--- src/rtl/fetch_stage_pkg.sv ---
// Shared RISC-V fetch definitions: the NOP encoding, the fetch FSM states and
// the helper that word-aligns redirect targets.
package fetch_stage_pkg;

  localparam logic [31:0] NOP_INSTR = 32'h0000_0013;

  typedef enum logic [1:0] {
    ST_REQ  = 2'd0,
    ST_WAIT = 2'd1,
    ST_DROP = 2'd2,
    ST_HOLD = 2'd3
  } fetch_state_e;

  function automatic logic [31:0] align_word(input logic [31:0] addr);
    return addr & 32'hFFFF_FFFC;
  endfunction

endpackage

--- src/rtl/fetch_stage_if_id_reg.sv ---
// IF/ID pipeline register. Flush beats stall, and stall beats load.
// Any cycle that is neither stalled nor loading inserts a bubble.
module if_id_reg
  import fetch_stage_pkg::*;
(
  input  logic        clk,
  input  logic        reset,
  input  logic        flush,
  input  logic        stall,
  input  logic        load,
  input  logic [31:0] instr_in,
  input  logic [31:0] pc_in,
  input  logic [31:0] pc_plus4_in,
  output logic [31:0] instr_o,
  output logic [31:0] pc_o,
  output logic [31:0] pc_plus4_o,
  output logic        valid_o
);

  logic [31:0] instr_q, instr_d;
  logic [31:0] pc_q, pc_d;
  logic [31:0] pc_plus4_q, pc_plus4_d;
  logic        valid_q, valid_d;

  always_comb begin
    instr_d    = instr_q;
    pc_d       = pc_q;
    pc_plus4_d = pc_plus4_q;
    valid_d    = valid_q;
    if (flush || (!stall && !load)) begin
      instr_d    = NOP_INSTR;
      pc_d       = 32'd0;
      pc_plus4_d = 32'd0;
      valid_d    = 1'b0;
    end else if (!stall) begin
      instr_d    = instr_in;
      pc_d       = pc_in;
      pc_plus4_d = pc_plus4_in;
      valid_d    = 1'b1;
    end
  end

  always_ff @(posedge clk) begin
    if (reset) begin
      instr_q    <= NOP_INSTR;
      pc_q       <= 32'd0;
      pc_plus4_q <= 32'd0;
      valid_q    <= 1'b0;
    end else begin
      instr_q    <= instr_d;
      pc_q       <= pc_d;
      pc_plus4_q <= pc_plus4_d;
      valid_q    <= valid_d;
    end
  end

  assign instr_o    = instr_q;
  assign pc_o       = pc_q;
  assign pc_plus4_o = pc_plus4_q;
  assign valid_o    = valid_q;

endmodule

--- src/rtl/fetch_stage.sv ---
// Instruction fetch stage: PCF register, the single-outstanding request FSM and
// the IF/ID register. Redirects and flushes retire stale responses safely.
module fetch_stage
  import fetch_stage_pkg::*;
#(
  parameter logic [31:0] RESET_PC = 32'h0000_0000
) (
  input  logic        clk,
  input  logic        reset,
  input  logic        StallD,
  input  logic        FlushD,
  input  logic        PCSrcE,
  input  logic [31:0] PCTargetE,
  output logic        IMemReqValid,
  input  logic        IMemReqReady,
  output logic [31:0] IMemAddr,
  input  logic        IMemRspValid,
  input  logic [31:0] IMemRspData,
  output logic [31:0] InstrD,
  output logic [31:0] PCD,
  output logic [31:0] PCPlus4D,
  output logic        InstrValidD,
  output logic [1:0]  dbg_state
);

  // Request handshake: a request transfers in the cycle where IMemReqValid and
  // IMemReqReady are both 1; once raised in REQ, valid and address stay put
  // until that transfer, except that a redirect may replace the address.
  fetch_state_e state_q, state_d;
  logic [31:0]  pcf_q, pcf_d;
  logic [31:0]  hold_q, hold_d;
  logic         req_valid;
  logic [31:0]  req_addr;
  logic         load;
  logic [31:0]  load_instr;
  logic [31:0]  pc_plus4;
  logic [31:0]  target;

  assign pc_plus4 = pcf_q + 32'd4;
  assign target   = align_word(PCTargetE);

  always_comb begin
    state_d    = state_q;
    pcf_d      = pcf_q;
    hold_d     = hold_q;
    req_valid  = 1'b0;
    req_addr   = pcf_q;
    load       = 1'b0;
    load_instr = IMemRspData;
    case (state_q)
      ST_REQ: begin
        req_valid = 1'b1;
        if (PCSrcE) begin
          pcf_d = target;
          if (IMemReqReady) state_d = ST_DROP;
        end else if (IMemReqReady) begin
          state_d = ST_WAIT;
        end
      end
      ST_WAIT: begin
        if (!IMemRspValid) begin
          if (PCSrcE) begin
            pcf_d   = target;
            state_d = ST_DROP;
          end
        end else if (PCSrcE || FlushD) begin
          pcf_d   = PCSrcE ? target : pc_plus4;
          state_d = ST_REQ;
        end else if (StallD) begin
          hold_d  = IMemRspData;
          state_d = ST_HOLD;
        end else begin
          // Deliver and issue the next sequential fetch in the same cycle.
          load      = 1'b1;
          pcf_d     = pc_plus4;
          req_valid = 1'b1;
          req_addr  = pc_plus4;
          state_d   = IMemReqReady ? ST_WAIT : ST_REQ;
        end
      end
      ST_DROP: begin
        if (PCSrcE) pcf_d = target;
        if (IMemRspValid) state_d = ST_REQ;
      end
      ST_HOLD: begin
        if (PCSrcE || FlushD) begin
          pcf_d   = PCSrcE ? target : pc_plus4;
          state_d = ST_REQ;
        end else if (!StallD) begin
          load       = 1'b1;
          load_instr = hold_q;
          pcf_d      = pc_plus4;
          state_d    = ST_REQ;
        end
      end
      default: state_d = ST_REQ;
    endcase
  end

  always_ff @(posedge clk) begin
    if (reset) begin
      state_q <= ST_REQ;
      pcf_q   <= RESET_PC;
      hold_q  <= 32'd0;
    end else begin
      state_q <= state_d;
      pcf_q   <= pcf_d;
      hold_q  <= hold_d;
    end
  end

  assign IMemReqValid = req_valid && !reset;
  assign IMemAddr     = req_addr;
  assign dbg_state    = state_q;

  if_id_reg u_if_id (
    .clk         (clk),
    .reset       (reset),
    .flush       (FlushD),
    .stall       (StallD),
    .load        (load),
    .instr_in    (load_instr),
    .pc_in       (pcf_q),
    .pc_plus4_in (pc_plus4),
    .instr_o     (InstrD),
    .pc_o        (PCD),
    .pc_plus4_o  (PCPlus4D),
    .valid_o     (InstrValidD)
  );

endmodule

--- config.mk ---
export PLATFORM = sky130hd
export DESIGN_NAME = fetch_stage
export DESIGN_NICKNAME = d
export VERILOG_FILES = /design/src/rtl/fetch_stage_pkg.sv /design/src/rtl/fetch_stage_if_id_reg.sv /design/src/rtl/fetch_stage.sv
export SDC_FILE = /design/constraint.sdc
export NUM_CORES = 1
export LEC_CHECK = 0
export ABC_AREA = 1
export BUFFER_PORTS_ARGS = -buffer_cell sky130_fd_sc_hd__buf_2
export CAP_MARGIN = 20
export CORE_MARGIN = 2
export CORE_UTILIZATION = 45
export CTS_BUF_LIST = sky130_fd_sc_hd__clkbuf_8
export CTS_CLUSTER_DIAMETER = 100
export DETAILED_ROUTE_END_ITERATION = 8
export PLACE_DENSITY_LB_ADDON = 0.08
export SYNTH_ARGS = -nofsm -noshare
export SYNTH_HDL_FRONTEND = slang
export SYNTH_SLANG_ARGS = --single-unit
--- constraint.sdc ---
create_clock -name clk -period 2.6 [get_ports clk]
set_input_delay 0.52 -clock clk [delete_from_list [all_inputs] [get_ports clk]]
set_output_delay 0.52 -clock clk [all_outputs]
set_load 0.05 [all_outputs]
==> metrics.md, run 1 <==
| Metric | Value |
|---|---|
| Synthesized net count | `1323` |
| Area Overhead vs Synth | `34.7%` |
| Initial antenna violation count | `0` |
| Cells after Synth | `1251` |
| Multi-input gate area | `4650 sq um` |
| IO Pins | `203` |
| Initial DRT Pass Iterations | `8` |
| # nets final | `1564` |
| Crit Path Category | `reg -> out` |
| Sw Share | `33.0%` |
| Crit Path Max Fanout | `4` |
| Share of cells above drive strength 1 | `32.2%` |
| Antenna cells | `0` |
| Worst slew pin tran | `636 ps` |
| CP dominant cell by count | `nand2_2` |
| Crit-path cells | `nand2_1 > nor2_2 > nand2_4 > nor2_4 > nand3_2 > nand2_2 > nand2_2 > nand2_1 > nand2_2 > o22ai_4 > buf_6` |
| Via count | `9019` |
| Most common cell after layout, fill and taps aside | `nand2_1` |
| HPWL Detailed | `17900 um` |
| Worst setup SP type | `flip-flop` |
| Max Cap Viol | `0` |
| Violated checks | `negative setup slack` |
| Fmax | `367 MHz` |
| GP Congestion | `0.893` |
| Crit-path slowest cell | `dfxtp_2` |
| Hold Crit Class | `in -> reg` |
| Synth cell types | `34` |
| # setup viols final | `10` |
| Chip height | `139 um` |
| Die area | `19200 sq um` |
| Register area | `3270 sq um` |
| Status | `finished, violations left` |
| Worst Path Required | `2080 ps` |
| GRT Resource Usage Total | `27.0%` |
| Minimum clock period | `2730 ps` |
| Int Pwr | `0.00372 W` |
| Register area share after synthesis | `39.6%` |
| Max-slew violations | `0` |
| Number of global-route vias before repair | `8258` |
| Syn Area/Cell | `6.51 sq um` |
| 1st-iter DRT viols | `583` |
| Routed WL | `26700 um` |
| Largest net degree at the start of global routing | `84` |
| Post-detailed-route via-to-cell ratio | `5.20` |
| Clock Tree Buf Depth | `2` |
| Worst path arrival time | `2210 ps` |
| Worst path max stage delay | `370 ps` |
| Post-route non-filler standard cell count | `1733` |
| Pwr/cell area | `506 nW/um^2` |
| Final hold vios | `0` |
| Row count | `49` |
| Netlist Area Pre-Place | `8150 sq um` |
| GRT Residual Overflow | `0` |
| Slew margin rel. | `57.4%` |
| DRT antenna net count | `0` |
| Final worst slack | `-128 ps` |
| Initial Util | `45.7%` |
| Placed standard-cell area | `9580 sq um` |
| CTS tree | `yes` |
| Sequential power share | `46.8%` |
| Clock Latency Late Sink | `450 ps` |
| Crit share post-route | `105%` |
| Clock skew | `13.1 ps` |
| CTS clk-pin slew, worst paths | `90 ps` |
| RSZ-0062 raised after global routing | `yes` |
| Die Wd | `139 um` |
| Clock power frac | `32.6%` |
| Drt drc | `0` |
| Pleak | `5.11 nW` |
| Total CTS buffers | `17` |
| Global-route wire length before repair | `41900 um` |
| Worst Setup End Kind | `output pin` |
| Fill cell count | `1723` |
| Clock root buffer | `clkbuf_8` |
| Synthesis-stage register bit count | `161` |
| DR WL/cell | `15.4 um` |
| # placed instances | `1649` |
| Most frequent cells in the layout | `nand2_1, buf_2, a21oi_1, dfxtp_1, o21ai_0` |
| Total net switching power | `0.00183 W` |
| Finished Cell Area | `11000 sq um` |
| Peak supply drop | `318 uV` |
| Yosys warns | `0` |
| Logic pwr share | `20.7%` |
| H-tree Lvls | `4` |
| CTS sink count | `161` |
| Port bufs | `200` |
| Core area | `17800 sq um` |
-- worst max-delay path: cells and delay by family, from the launching register on --
kind / cells / cell delay, ps
AOI/OAI and AO/OA: 1 / 190
and+or+nand+nor: 9 / 990
buffers and inverters: 1 / 190
DFF: 1 / 370
-- final timing paths --
path                                      from  cells past startpoint                     end  slack (ps)
worst min register to register        pcf_q[0]                      2                pcf_q[0]         460
worst max-delay path                  pcf_q[8]                     11            IMemAddr[29]        -130
worst max register to register        pcf_q[2]                     20  u_if_id.pc_plus4_o[28]        -100
worst min-delay path            IMemRspData[1]                      3               hold_q[1]         310
-- cell usage after synthesis (all sizes together) --
cell | number | area [sq um]
nand4 | 4 | 25.0
a31oi | 2 | 12.5
nor3 | 1 | 5.00
clkinv | 1 | 3.75
and2 | 3 | 18.8
o21ai | 152 | 761
xor2 | 16 | 163
a22oi | 1 | 7.51
clkbuf | 54 | 203
inv | 100 | 375
a21boi | 9 | 67.6
buf | 26 | 149
a21oi | 155 | 776
dfxtp | 161 | 3220
o2111ai | 2 | 17.5
nand2 | 377 | 1430
nand3 | 39 | 205
mux2i | 3 | 30.0
o21bai | 1 | 7.51
nor2 | 126 | 552
ha | 1 | 12.5
o22ai | 14 | 87.6
o211ai | 3 | 22.5
-- final cells by class --
class	count	area share, %
multi-input combinational	909	42.4
sequential	161	29.8
timing repair buffer	301	18.2
inverter	101	3.53
tap	229	2.61
clock buffer	18	2.26
clock inverter	13	1.16
timing repair inverter	1	0.0456
-- flip-flops by register name, summed over array words and instances, names as in the netlist --
signal	flops
hold_q	32
pcf_q	32
u_if_id.pc_o	30
u_if_id.valid_o	1
dbg_state	2
u_if_id.pc_plus4_o	32
u_if_id.instr_o	32
-- cells by family (layout without fill, tap and decap cells) --
family,count (synthesis),after routing,synth area share [%]
mux,3,3,0.369
fa+ha+maj,1,1,0.154
simple gates,550,550,27.4
flops,161,161,39.6
xor+xnor,16,16,2.00
buf+inv,181,434,8.97
compound gates,339,339,21.6
-- per-stage QoR --
stage                     setup slack, ps  utilization [%]  power [W]  hold WS (ps)  TNS (ps)
after floorplan                      -349                -    0.00334           433     -4240
after global placement                164             53.7    0.00364           440         0
after detailed placement              159             53.7    0.00364           448         0
after CTS                            -124             58.7    0.00552           290     -1110
after global routing                 -251             61.5    0.00581           306     -3070
final                                -128             61.5    0.00555           311      -769
-- routing by layer --
layer	up-vias	track usage (%)	wire (um)
li1	4515	-	-
met1	4110	35.4	11500
met2	342	44.5	12300
met3	52	5.56	2110
met4	0	8.97	782
met5	-	0	0
-- power groups by stage --
stage	registers, W	logic, W	clock network (W)
3_3_place_gp	0.00264	0.000995	0
4_1_cts	0.00259	0.00107	0.00186
5_1_grt	0.00261	0.00124	0.00196
6_report	0.00260	0.00115	0.00181
3_5_place_dp	0.00265	0.000998	0
2_1_floorplan	0.00273	0.000610	0
-- what timing repair did --
| item | in CTS | in global routing |
|---|---|---|
| gates resized for setup | 91 | 119 |
| pin swaps | 17 | 51 |
| setup endpoints to repair | 30 | 31 |
| hold endpoints to repair | 0 | 0 |
| hold buffers | 0 | 0 |
| cloned | 1 | 0 |
| setup buffers | 32 | 22 |
(Power assumes the default switching activity.)
==> run 2, diff against run 1 <==
- CORE_UTILIZATION: 45 -> 40
==> run 2 against run 1 <==
- first-iteration DRC count grew 12%
- worst setup slack got worse by 0.77 ps
- clock power rose by 9.9%
- routed wire length rose by 4.6%
- via count grew 0.67%
- clock skew grew 7.2 ps
- the run still ends with negative setup slack left
- cell area increased by 4.4%
- core utilization fell by 4.5 points
- clock-buffer cell count is the same
==> metrics.md, run 2 (synthesis gave the netlist of run 1 again) <==
| Metric | Value |
|---|---|
| Most frequent cells in the layout | `nand2_1, buf_2, a21oi_1, dfxtp_1, o21ai_0` |
| CP dominant cell by count | `nand2_2` |
| Setup Total Neg Slack | `-1230 ps` |
| Initial antenna violation count | `1` |
| Share of cells above drive strength 1 | `34.3%` |
| Worst path max stage delay | `370 ps` |
| Core area | `20100 sq um` |
| Total CTS buffers | `17` |
| Worst setup SP type | `flip-flop` |
| Hold path cells | `3` |
| 1st-iter DRT viols | `655` |
| GRT Residual Overflow | `0` |
| Max-slew violations | `0` |
| Reg2reg setup slack | `-110 ps` |
| Worst flop-to-flop path startpoint | `pcf_q[2]` |
| GRT Resource Usage Total | `25.4%` |
| CTS clk-pin slew, worst paths | `100 ps` |
| Placement Setup Slack | `93.6 ps` |
| Die Wd | `147 um` |
| Tot Pwr | `0.00580 W` |
| Crit-path slowest cell | `dfxtp_2` |
| Clock Latency Late Sink | `480 ps` |
| Worst r2r path cells | `20` |
| Worst path arrival time | `2210 ps` |
| Most common cell after layout, fill and taps aside | `nand2_1` |
| Fmax | `366 MHz` |
| RSZ-0062 raised after global routing | `yes` |
| Row count | `52` |
| Via count | `9079` |
| Port bufs | `200` |
| Worst slew pin tran | `705 ps` |
| Drt drc | `0` |
| Chip height | `147 um` |
| # nets final | `1589` |
| Final worst slack | `-129 ps` |
| Status | `finished, violations left` |
| GP Congestion | `0.921` |
| Crit-path cells | `ha_4 > nand2_4 > nor2_4 > buf_4 > nand2_4 > nor2_4 > nand3_2 > nand2_2 > nand2_2 > nand2_2 > nand2_2 > o22ai_2 > buf_6` |
| HPWL Detailed | `18000 um` |
| Die area | `21500 sq um` |
| Clock skew | `20.4 ps` |
| Worst r2r dst | `pcf_q[13]` |
| Largest net degree at the start of global routing | `66` |
| Violated checks | `negative setup slack` |
| Minimum clock period | `2730 ps` |
| CTS tree | `yes` |
| Area Overhead vs Synth | `40.7%` |
| Routed WL | `28000 um` |
| Pwr/cell area | `506 nW/um^2` |
| CTS sink count | `161` |
| DRT antenna net count | `0` |
| Hold Crit Class | `in -> reg` |
| Worst Path Required | `2080 ps` |
| Clock root buffer | `clkbuf_8` |
| Post-detailed-route via-to-cell ratio | `5.04` |
| Hold path startpoint | `IMemRspData[13]` |
| H-tree Lvls | `4` |
| Clock Tree Buf Depth | `2` |
| Post-route non-filler standard cell count | `1800` |
| DR WL/cell | `15.5 um` |
| Crit Path Category | `reg -> out` |
| Number of global-route vias before repair | `8354` |
| # setup viols final | `14` |
| Final hold vios | `0` |
| Initial Util | `40.5%` |
| Global-route wire length before repair | `43500 um` |
| WHS Endpoint | `hold_q[13]` |
| Crit Path Max Fanout | `3` |
| Initial DRT Pass Iterations | `6` |
| # placed instances | `1692` |
| Peak supply drop | `319 uV` |
| Max Cap Viol | `0` |
| Crit share post-route | `105%` |
| IO Pins | `203` |
| Worst Setup End Kind | `output pin` |
| Pleak | `5.34 nW` |
| Slew margin rel. | `53.0%` |
[run 2: changes by cell type in the layout (fill, tap and decap cells not counted), sizes merged]
cell,before,now
bufinv,1,2
clkinv,5,3
buf,300,325
clkinvlp,4,5
diode,0,1
[run 2: repair_timing]
action,in CTS,in global routing
endpoints found under the setup margin,30,36
resized for setup,147,104
hold buffers,0,0
gates cloned,2,0
pin swaps,34,44
setup buffers,63,21
hold endpoints to repair,0,0
[run 2: per-stage QoR]
step / cell area, sq um / utilization, % / hold WS, ps
after floorplan: 8210 / - / 433
after global placement: 9640 / 48.0 / 444
after detailed placement: 9640 / 48.0 / 452
after CTS: 11000 / 54.7 / 254
after global routing: 11500 / 57.0 / 265
final: 11500 / 57.0 / 286
[run 2: worst max-delay path by stage]
stage | start | endpoint | slack (ps) | cells after the start
4_1_cts | pcf_q[3] | IMemAddr[13] | -170 | 11
2_1_floorplan | dbg_state[1] | IMemAddr[15] | -350 | 7
6_report | pcf_q[3] | IMemAddr[24] | -130 | 13
5_1_grt | pcf_q[3] | IMemAddr[28] | -280 | 12
3_5_place_dp | pcf_q[2] | IMemAddr[24] | 90 | 12
3_3_place_gp | PCSrcE | IMemReqValid | 110 | 9
[run 2: critical path, delay by kind of cell, from the launching register on]
kind,cells,cell delay (ps)
simple gates,9,700
flops,1,370
buf+inv,2,330
compound gates,1,180
fa+ha+maj,1,150
[run 2: where the power goes]
| part | switching [W] | leakage [nW] | internal, W |
|---|---|---|---|
| sequential | 0.0000622 | 1.32 | 0.00254 |
| clock | 0.00108 | 0.202 | 0.000911 |
| combinational | 0.000789 | 3.82 | 0.000429 |
| total | 0.00193 | 5.34 | 0.00388 |
[run 2: layer usage]
metal | vias to the layer above | GRT usage [%] | wire length [um]
met1 | 4150 | 34.9 | 12900
met4 | 0 | 7.72 | 504
met2 | 314 | 39.6 | 12700
met5 | - | 0 | 0
li1 | 4575 | - | -
met3 | 40 | 6.21 | 1860
[run 2: final cells by class]
type                       count  area (sq um)
antenna                        1          2.50
clock buffer                  18           248
clock inverter                13           173
fill                        1964          8640
inverter                     101           390
multi-input combinational    909          4770
sequential                   161          3270
tap                          270           338
timing repair buffer         326          2270
timing repair inverter         1          7.51
==> run 3, diff against run 2 <==
- SETUP_SLACK_MARGIN: default -> 0.1
==> run 3 against run 2 <==
- the run ends with design-rule violations, negative setup slack left
- sequential share of layout area about the same
- clock power decreased by 4%
- maximum frequency increased by 2.9%
- clock skew decreased by 6.4 ps
- first-iteration DRC count decreased by 30%
- largest power group unchanged
- highest routed layer is now met5
==> metrics.md, run 3 (synthesis gave the netlist of run 1 again) <==
| Metric | Value |
|---|---|
| Status | `finished, violations left` |
| Violated checks | `design-rule violations, negative setup slack` |
| Row count | `52` |
| Crit. Startpoint | `pcf_q[2]` |
| Min Hold Slack | `281 ps` |
| Crit Path Max Fanout | `4` |
| Largest net degree at the start of global routing | `67` |
| Chip height | `147 um` |
| Initial Util | `40.5%` |
| Clock Tree Buf Depth | `2` |
| CTS tree | `yes` |
| Clock Latency Late Sink | `480 ps` |
| Crit share post-route | `102%` |
| Most common cell after layout, fill and taps aside | `nand2_1` |
| Area Overhead vs Synth | `41.7%` |
| DRT antenna net count | `0` |
| DR WL/cell | `15.5 um` |
| CTS clk-pin slew, worst paths | `110 ps` |
| Final hold vios | `0` |
| Initial antenna violation count | `2` |
| Peak supply drop | `329 uV` |
| Drt drc | `2` |
| Clock root buffer | `clkbuf_8` |
| Placement Setup Slack | `131 ps` |
| Placed standard-cell area | `9610 sq um` |
| Core area | `20100 sq um` |
| GP Congestion | `0.886` |
| Register area | `3290 sq um` |
| Minimum clock period | `2650 ps` |
| Multi-input gate area | `4860 sq um` |
| # setup viols final | `10` |
| Hold path cells | `3` |
| Finished Cell Area | `11500 sq um` |
| Max-slew violations | `0` |
| Pleak | `5.29 nW` |
| Routed WL | `27700 um` |
| Total CTS buffers | `17` |
| Die Wd | `147 um` |
| Worst path arrival time | `2130 ps` |
| H-tree Lvls | `4` |
| Final worst slack | `-52.3 ps` |
| Slew margin rel. | `51.5%` |
| WHS Endpoint | `hold_q[18]` |
| # nets final | `1578` |
| Worst Path Required | `2080 ps` |
| Worst flop-to-flop path startpoint | `pcf_q[2]` |
| CTS sink count | `161` |
| Initial DRT Pass Iterations | `9` |
| Reg2reg setup slack | `-10 ps` |
| Hold path startpoint | `IMemRspData[18]` |
| Max Cap Viol | `0` |
| Worst r2r path cells | `23` |
| Share of cells above drive strength 1 | `35.5%` |
| Number of global-route vias before repair | `8379` |
| Most frequent cells in the layout | `nand2_1, buf_2, a21oi_1, dfxtp_1, o21ai_0` |
| # placed instances | `1683` |
| IO Pins | `203` |
| Fill cell count | `1949` |
| Via count | `8945` |
| Worst setup SP type | `flip-flop` |
| GRT Resource Usage Total | `25.0%` |
| Fmax | `377 MHz` |
| HPWL Detailed | `18000 um` |
| Port bufs | `200` |
| Clock skew | `14.0 ps` |
| Hold Crit Class | `in -> reg` |
| GRT Residual Overflow | `0` |
| Post-route non-filler standard cell count | `1790` |
| Pwr/cell area | `494 nW/um^2` |
| Worst Setup End Kind | `output pin` |
| # hold bufs at CTS | `0` |
| Post-detailed-route via-to-cell ratio | `5.00` |
| 1st-iter DRT viols | `456` |
| Global-route wire length before repair | `43000 um` |
| Worst r2r dst | `pcf_q[20]` |
| Die area | `21500 sq um` |
| Crit Path Category | `reg -> out` |
| Worst slew pin tran | `728 ps` |
| RSZ-0062 raised after global routing | `yes` |
| Setup Total Neg Slack | `-284 ps` |
## run 3: changes by cell type in the layout (fill, tap and decap cells not counted), moves of 5 or more
cell / delta
dfxtp_1: -5
buf_4: -20
dfxtp_4: +7
buf_6: +11
o22ai_2: +5
nand2_2: +13
nand2_1: -10
## run 3: repair_timing
item / 4_1_cts / 5_1_grt
pin swaps: 31 / 54
resized for setup: 173 / 102
setup endpoints to repair: 31 / 34
setup buffers: 53 / 19
cloned: 4 / 0
## run 3: worst max-delay path: stages (launching register included)
cell	delay, ps
dfxtp_4	390
ha_4	150
nand2_4	50
nor2_4	140
nand2_4	110
nor2_4	140
nand2_2	70
nand2_2	70
nand3_2	70
nand2_2	70
nand2_2	60
o22ai_2	160
buf_6	180
## run 3: layout make-up
cell class                      count  share of cell area, %
Clock buffer                       17                   2.03
Multi-Input combinational cell    909                   42.1
Clock inverter                     15                   1.45
Timing Repair Buffer              315                   19.5
Inverter                          101                   3.39
Tap cell                          270                   2.93
Sequential cell                   161                   28.5
Timing Repair inverter              1                 0.0650
Antenna cell                        1                 0.0217
## run 3: how the worst max path moves through the flow
stage	end	slack (ps)	cells after the start
2_1_floorplan	IMemAddr[26]	-100	7
3_3_place_gp	IMemAddr[24]	140	12
3_5_place_dp	IMemAddr[24]	130	12
4_1_cts	IMemAddr[28]	-80	12
5_1_grt	IMemAddr[24]	-190	12
6_report	IMemAddr[28]	-50	12
## run 3: power by group
group	total [W]	leakage [nW]	switching [W]	internal [W]
Clock	0.00191	0.190	0.00110	0.000802
Sequential	0.00260	1.32	0.0000664	0.00253
Combinational	0.00120	3.78	0.000778	0.000420
## run 3: layer usage
| metal | share of wire, % | wire [um] | GRT usage [%] | up-vias |
|---|---|---|---|---|
| met2 | 48 | 13400 | 42.2 | 264 |
| met3 | 7.4 | 2060 | 6.30 | 49 |
| met5 | 0.040 | 11 | 0 | - |
| li1 | - | - | - | 4540 |
| met1 | 41 | 11400 | 30.7 | 4090 |
| met4 | 2.9 | 792 | 9.56 | 2 |
## run 3: per-stage QoR
step / power (W) / util, %
final: 0.00571 / 57.4
after global routing: 0.00597 / 57.4
after CTS: 0.00570 / 54.9
after detailed placement: 0.00365 / 47.8
after global placement: 0.00365 / 47.8
after floorplan: 0.00335 / -
